`src/rtl/seg7_pkg.sv`:
```
// Shared types and constants for the seven-segment display path.
// Segment vectors are ordered {a,b,c,d,e,f,g} with a in the MSB; all patterns are active-low.
package seg7_pkg;

    typedef logic [6:0] seg_t;
    typedef logic [3:0] nibble_t;

    // One registered display state: segments plus the decimal point, both active-low.
    typedef struct packed {
        seg_t seg;
        logic p;
    } disp_t;

    localparam seg_t SEG_BLANK = 7'b1111111;

    // Index 0 is the first element; every code is defined so nothing decodes to X.
    localparam seg_t SEG_HEX [16] = '{
        7'b0000001,  // 0
        7'b1001111,  // 1
        7'b0010010,  // 2
        7'b0000110,  // 3
        7'b1001100,  // 4
        7'b0100100,  // 5
        7'b0100000,  // 6
        7'b0001111,  // 7
        7'b0000000,  // 8
        7'b0000100,  // 9
        7'b0001000,  // A
        7'b1100000,  // b
        7'b0110001,  // C
        7'b1000010,  // d
        7'b0110000,  // E
        7'b0111000   // F
    };

    localparam disp_t DISP_DARK = '{seg: SEG_BLANK, p: 1'b1};

endpackage

```
`src/rtl/my_mc14495_if.sv`:
```
// Pin bundle between display-scan logic and the MC14495-style decoder.
// The driver side owns the nibble/blank/point inputs; the decoder owns the segment drives.
interface my_mc14495_if;

    logic D0;
    logic D1;
    logic D2;
    logic D3;
    logic LE;
    logic point;
    logic a;
    logic b;
    logic c;
    logic d;
    logic e;
    logic f;
    logic g;
    logic p;

    modport master (
        output D0, D1, D2, D3, LE, point,
        input  a, b, c, d, e, f, g, p
    );

    modport slave (
        input  D0, D1, D2, D3, LE, point,
        output a, b, c, d, e, f, g, p
    );

endinterface

```
`src/rtl/hex2seg.sv`:
```
// Combinational hex nibble to active-low seven-segment pattern decoder.
module hex2seg
    import seg7_pkg::*;
(
    input  nibble_t nibble,
    output seg_t    seg
);

    assign seg = SEG_HEX[nibble];

endmodule

```
`src/rtl/my_mc14495.sv`:
```
// Registered hex-to-seven-segment decoder for a common-anode digit.
// Inputs sampled at a rising edge appear on the segment pins right after that edge.
module my_mc14495
    import seg7_pkg::*;
(
    input  logic          clk,
    input  logic          rst,
    my_mc14495_if.slave   bus
);

    nibble_t nibble;
    seg_t    dec_seg;
    disp_t   disp_d;
    disp_t   disp_q;

    assign nibble = {bus.D3, bus.D2, bus.D1, bus.D0};

    hex2seg u_hex2seg (
        .nibble (nibble),
        .seg    (dec_seg)
    );

    // Blanking overrides the decoder but leaves the point alone.
    always_comb begin
        // NOTE: assign a default to every always_comb output first so no path can infer a latch.
        disp_d     = DISP_DARK;
        disp_d.seg = bus.LE ? SEG_BLANK : dec_seg;
        disp_d.p   = ~bus.point;
    end

    always_ff @(posedge clk) begin
        // NOTE: sequential state uses non-blocking assignment so every flop samples pre-edge values.
        if (rst) begin
            disp_q <= DISP_DARK;
        end else begin
            disp_q <= disp_d;
        end
    end

    assign bus.a = disp_q.seg[6];
    assign bus.b = disp_q.seg[5];
    assign bus.c = disp_q.seg[4];
    assign bus.d = disp_q.seg[3];
    assign bus.e = disp_q.seg[2];
    assign bus.f = disp_q.seg[1];
    assign bus.g = disp_q.seg[0];
    assign bus.p = disp_q.p;

endmodule

```
`src/flat_wrapper.sv`:
```
// flat-port wrapper written by rule: the top's interface ports become plain ports
module my_mc14495_flat import seg7_pkg::*;
  (clk, rst, bus_D0, bus_D1, bus_D2, bus_D3, bus_LE, bus_point, bus_a, bus_b, bus_c, bus_d, bus_e, bus_f, bus_g, bus_p);
  my_mc14495_if bus_i ();
  input  logic clk;
  input  logic rst;
  input wire logic [$bits(bus_i.D0)-1:0] bus_D0;
  input wire logic [$bits(bus_i.D1)-1:0] bus_D1;
  input wire logic [$bits(bus_i.D2)-1:0] bus_D2;
  input wire logic [$bits(bus_i.D3)-1:0] bus_D3;
  input wire logic [$bits(bus_i.LE)-1:0] bus_LE;
  input wire logic [$bits(bus_i.point)-1:0] bus_point;
  output wire logic [$bits(bus_i.a)-1:0] bus_a;
  output wire logic [$bits(bus_i.b)-1:0] bus_b;
  output wire logic [$bits(bus_i.c)-1:0] bus_c;
  output wire logic [$bits(bus_i.d)-1:0] bus_d;
  output wire logic [$bits(bus_i.e)-1:0] bus_e;
  output wire logic [$bits(bus_i.f)-1:0] bus_f;
  output wire logic [$bits(bus_i.g)-1:0] bus_g;
  output wire logic [$bits(bus_i.p)-1:0] bus_p;
  assign bus_i.D0 = bus_D0;
  assign bus_i.D1 = bus_D1;
  assign bus_i.D2 = bus_D2;
  assign bus_i.D3 = bus_D3;
  assign bus_i.LE = bus_LE;
  assign bus_i.point = bus_point;
  assign bus_a = bus_i.a;
  assign bus_b = bus_i.b;
  assign bus_c = bus_i.c;
  assign bus_d = bus_i.d;
  assign bus_e = bus_i.e;
  assign bus_f = bus_i.f;
  assign bus_g = bus_i.g;
  assign bus_p = bus_i.p;
  my_mc14495 u_core (.clk(clk), .rst(rst), .bus(bus_i));
endmodule
```
`config.mk`:
```
export PLATFORM = sky130hd
export DESIGN_NAME = my_mc14495_flat
export DESIGN_NICKNAME = d
export VERILOG_FILES = /design/src/rtl/seg7_pkg.sv /design/src/rtl/my_mc14495_if.sv /design/src/rtl/hex2seg.sv /design/src/rtl/my_mc14495.sv /design/src/flat_wrapper.sv
export SDC_FILE = /design/constraint.sdc
export NUM_CORES = 1
export LEC_CHECK = 0
export CORE_UTILIZATION = 25
export DETAILED_ROUTE_END_ITERATION = 12
export GPL_TIMING_DRIVEN = 0
export SLEW_MARGIN = 25
export SYNTH_ARGS = -nofsm -noshare
export SYNTH_HDL_FRONTEND = slang
export SYNTH_SLANG_ARGS = --single-unit
```
`constraint.sdc`:
```
create_clock -name clk -period 1.4 [get_ports clk]
set_input_delay 0.28 -clock clk [delete_from_list [all_inputs] [get_ports clk]]
set_output_delay 0.28 -clock clk [all_outputs]
set_load 0.01 [all_outputs]
```
# Yosys cells after proc, flatten, opt, wreduce, memory -nomap -nowiden
# Memories as Yosys holds them, arrays and structs flattened. A register that Yosys moved wholly into a read port is not among the register bits.
# Cells that the tools add are included.
# word_totals
out_inout_bits,8
rom_bits,112
memories,1
ff_bits,1
elab_cells,5
input_bits,8
# op_classes
n_reduce_logical,1
n_bitwise,2
# memory_table
name,words,width,read_ports,rd_ports_with_merged_regs,write_ports,line,text
(no name shown),16,7,1,1,0,hex2seg.sv:9,assign seg = SEG_HEX[nibble];
# ops
op,count
$not A4 Y5,1
$reduce_or A2 Y1,1
$not A1 Y1,1

# Depth between registers and ports, before layout
# depth
depth_word,1
mapped_depth,5

# Cells and area by module
# A second synthesis with hierarchy kept.
# unflattened
hier_cells,47
hier_area_um2,473.0
# modules_own_cells
mod,area_each_um2,cells_per_inst,seq_area_each_um2,n_inst
hex2seg,262.8,31,0.0,1
my_mc14495,210.2,16,160.2,1

# Worst setup path before layout
# Ideal clock, no wire load.
# synth_path
path_kind,input-to-reg
startpoint,input port bus_D1
endpoint,"register, netlist name u_core.bus.a"
t_required_ns,1.266
slack_ns,0.160
stages,5
arrival_time_ns,1.105
path_cell_list,inv_1 > ha_1 > or2_1 > a2111oi_2 > a31oi_1
# synth_via
elab_chain_len,1
# synth_lines
element,line,text
"start, declared",flat_wrapper.sv:8,input wire logic [$bits(bus_i.D1)-1:0] bus_D1;
$not A4 Y5 (implied by the code),hex2seg.sv:9,
# No other way between the ends.
# A chain may end at the register's enable or synchronous reset.

# Worst setup path after layout
# layout_path
startpoint,"register, netlist name u_core.bus.g"
endpoint,output port bus_g
# layout_rtl
element,line,text
"end, declared",flat_wrapper.sv:19,output wire logic [$bits(bus_i.g)-1:0] bus_g;
# No word-level cell between the ends.

==> results.yml <==
clock_network:
  clkTransAtPathRegs_ns: 0.05
  root_buffer: "clkbuf_4"
  cts_max_level: 1
  clock_path_buffers: 2
  cts_tree: "built"
  cts.sinks: 8
  cts_buffers: 3
critical_path:
  slowest_stage: "clkdlybuf4s50_1"
  startpoint: "u_core.bus.g"
  worstPathArrival_ns: 1.06
  cp_cell_sequence: "clkdlybuf4s50_1"
  worstPathRequired_ns: 1.12
  critPathCaptureType: "primary output"
  critical_path.top_delay_family: "buffers and inverters"
  worstSetupStartpointType: "flip-flop"
  crit_type: "reg -> out"
  crit_path_max_incr_delay_ns: 0.52
  crit_fanout: 1
  path_buf_inv: 1
finish:
  syn_to_final_growth_pct: 46.2
  final_area_um2: 677
  final_nets: 81
  drive_above_1_share_pct: 18.8
  n_antenna_cell: 0
floorplanning:
  die_y_um: 45.0
  die_area_um2: 2030
  ios: 16
  die_w_um: 45.0
  core_area_um2: 1730
  start_util_pct: 26.8
  row_count: 15
power_and_ir_drop:
  p_seq_share_pct: 45.5
  p_clk_share_pct: 30.3
  powerDensity_nw_per_um2: 793
  power.total_uw: 536
  p_switching_uw: 126
  ir_drop_mv: 0.203
  pwr-share-comb_pct: 24.2
  p_int_uw: 411
  switching_share_pct: 23.5
  power_leakage_uw: 0.000273
route:
  via_count: 358
  ant_nets: 0
  via_per_inst: 4.02
  post-route-drc-count: 0
  drtIter0Drc: 4
  drt_wl_total_um: 770
  drt-pass1-iter-count: 4
  wl_per_cell_um: 8.65
place:
  io_buffers: 15
  placed_cell_area_um2: 644
  place_congestion: 0.744
  hpwl_um: 602
synthesis:
  synth.avg_cell_area_um2: 10.1
  synth_warnings: 0
  syn_nets: 61
  synth_area_um2: 463
  ys_types: 21
  synthCells: 46
  yosysSeqAreaShare_pct: 34.6
  synth_seq_cells: 8
sta:
  rsz0062_at_grt: "no"
  finalCriticalPeriod_ns: 1.34
  finalSetupViolations: 0
  hold_viol: 0
  fin_crit_sh_pct: 95.9
  maxSlewViolCount: 0
  max_freq_ghz: 0.745
  maxSlewHeadroom_pct: 73.9
  worst_pin_slew_ns: 0.391
worst_hold_path:
  hp-start: "bus_D0"
  hp-class: "in -> reg"
global_route:
  grt_pass1_wl_um: 1290
  track_usage_pct: 9.07
  antenna_found_initial: 0
  grt_pass1_vias: 308
  grt_max_degree: 11
  grt_overflow: 0
status:
  status: "finished clean"
job:
  max_cap_violations: 0
-- Yosys cell counts --
cell,n,area share [%]
o21a_1,2,3.2
nand2_1,3,2.4
buf_6,1,2.4
a2111oi_2,1,3.2
inv_1,2,1.6
nor2_1,1,0.81
mux2i_1,1,2.2
and3_1,1,1.4
mux2_2,1,2.4
o211ai_1,5,8.1
dfxtp_1,8,35
buf_2,1,1.1
ha_1,7,19
mux2_4,1,3.2
a21oi_1,1,1.1
a31oi_1,1,1.4
nand3_1,2,2.2
o21ai_0,1,1.1
nand3b_1,2,3.2
or2_1,1,1.4
nand2b_1,3,4.1
-- kinds of logic (layout without fill, tap and decap cells) --
family	count (synthesis)	count (layout)	share of synthesized area, %
AOI/OAI and AO/OA	11	11	18.1
adders and majority gates	7	7	18.9
buffers and inverters	4	22	5.13
DFF	8	8	34.6
muxes	3	3	7.84
and+or+nand+nor	13	13	15.4
-- through the flow --
stage	util (%)	hold slack [ns]	setup WS, ns	instances	setup TNS (ns)
2_1_floorplan	-	0.353	0.160	46	0
3_3_place_gp	37.3	0.780	-0.585	86	-2.02
3_5_place_dp	37.3	0.780	-0.603	86	-2.16
4_1_cts	38.7	0.532	0.0243	89	0
5_1_grt	39.2	0.546	0.0152	89	0
6_report	39.2	0.513	0.0570	89	0
-- layout by cell type, fill, tap and decap left out, drive strengths merged --
cell type / count
dfxtp: 8
o211ai: 5
nor2: 1
ha: 7
o21ai: 1
clkdlybuf4s18: 1
mux2: 2
mux2i: 1
clkdlybuf4s50: 13
buf: 2
clkbuf: 4
and3: 1
or2: 1
o21a: 2
nand3: 2
a2111oi: 1
nand2: 3
inv: 2
a31oi: 1
nand2b: 3
nand3b: 2
a21oi: 1
-- sequential cells by signal, summed over array words and instances (netlist names) --
signal	cells
u_core.bus.a	1
u_core.bus.b	1
u_core.bus.c	1
u_core.bus.d	1
u_core.bus.e	1
u_core.bus.f	1
u_core.bus.g	1
u_core.bus.p	1
-- routing by layer --
layer | up-vias | track usage, % | routed length (um)
met3 | 2 | 1.20 | 37
met1 | 146 | 11.3 | 362
met2 | 12 | 13.0 | 365
met5 | - | 0 | 0
li1 | 198 | - | -
met4 | 0 | 9.09 | 5
-- final timing paths --
check / to / slack (ns) / depth (start not counted)
max: bus_g / 0.06 / 1
min: u_core.bus.b / 0.51 / 4
-- power groups by stage --
stage	Sequential, uW	Combinational (uW)	Clock, uW
floorplan	257	54.7	0
global placement	249	125	0
detailed placement	249	125	0
CTS	244	125	167
global route	245	142	173
finish	244	130	162
-- area by class of cell --
type / count / area (um2)
flip-flops and latches: 8 / 160
plain buffers: 2 / 16.3
multi-input cells: 34 / 294
clock buffers: 3 / 22.5
fillers: 177 / 1050
inverters: 2 / 7.51
well taps: 25 / 31.3
repair buffers: 15 / 145
-- timing repair --
action	4_1_cts	5_1_grt
endpoints found under the setup margin	3	1
cloned	0	0
hold buffers	0	0
gates resized for setup	5	5
setup buffers	0	0
(Power assumes the default switching activity.)
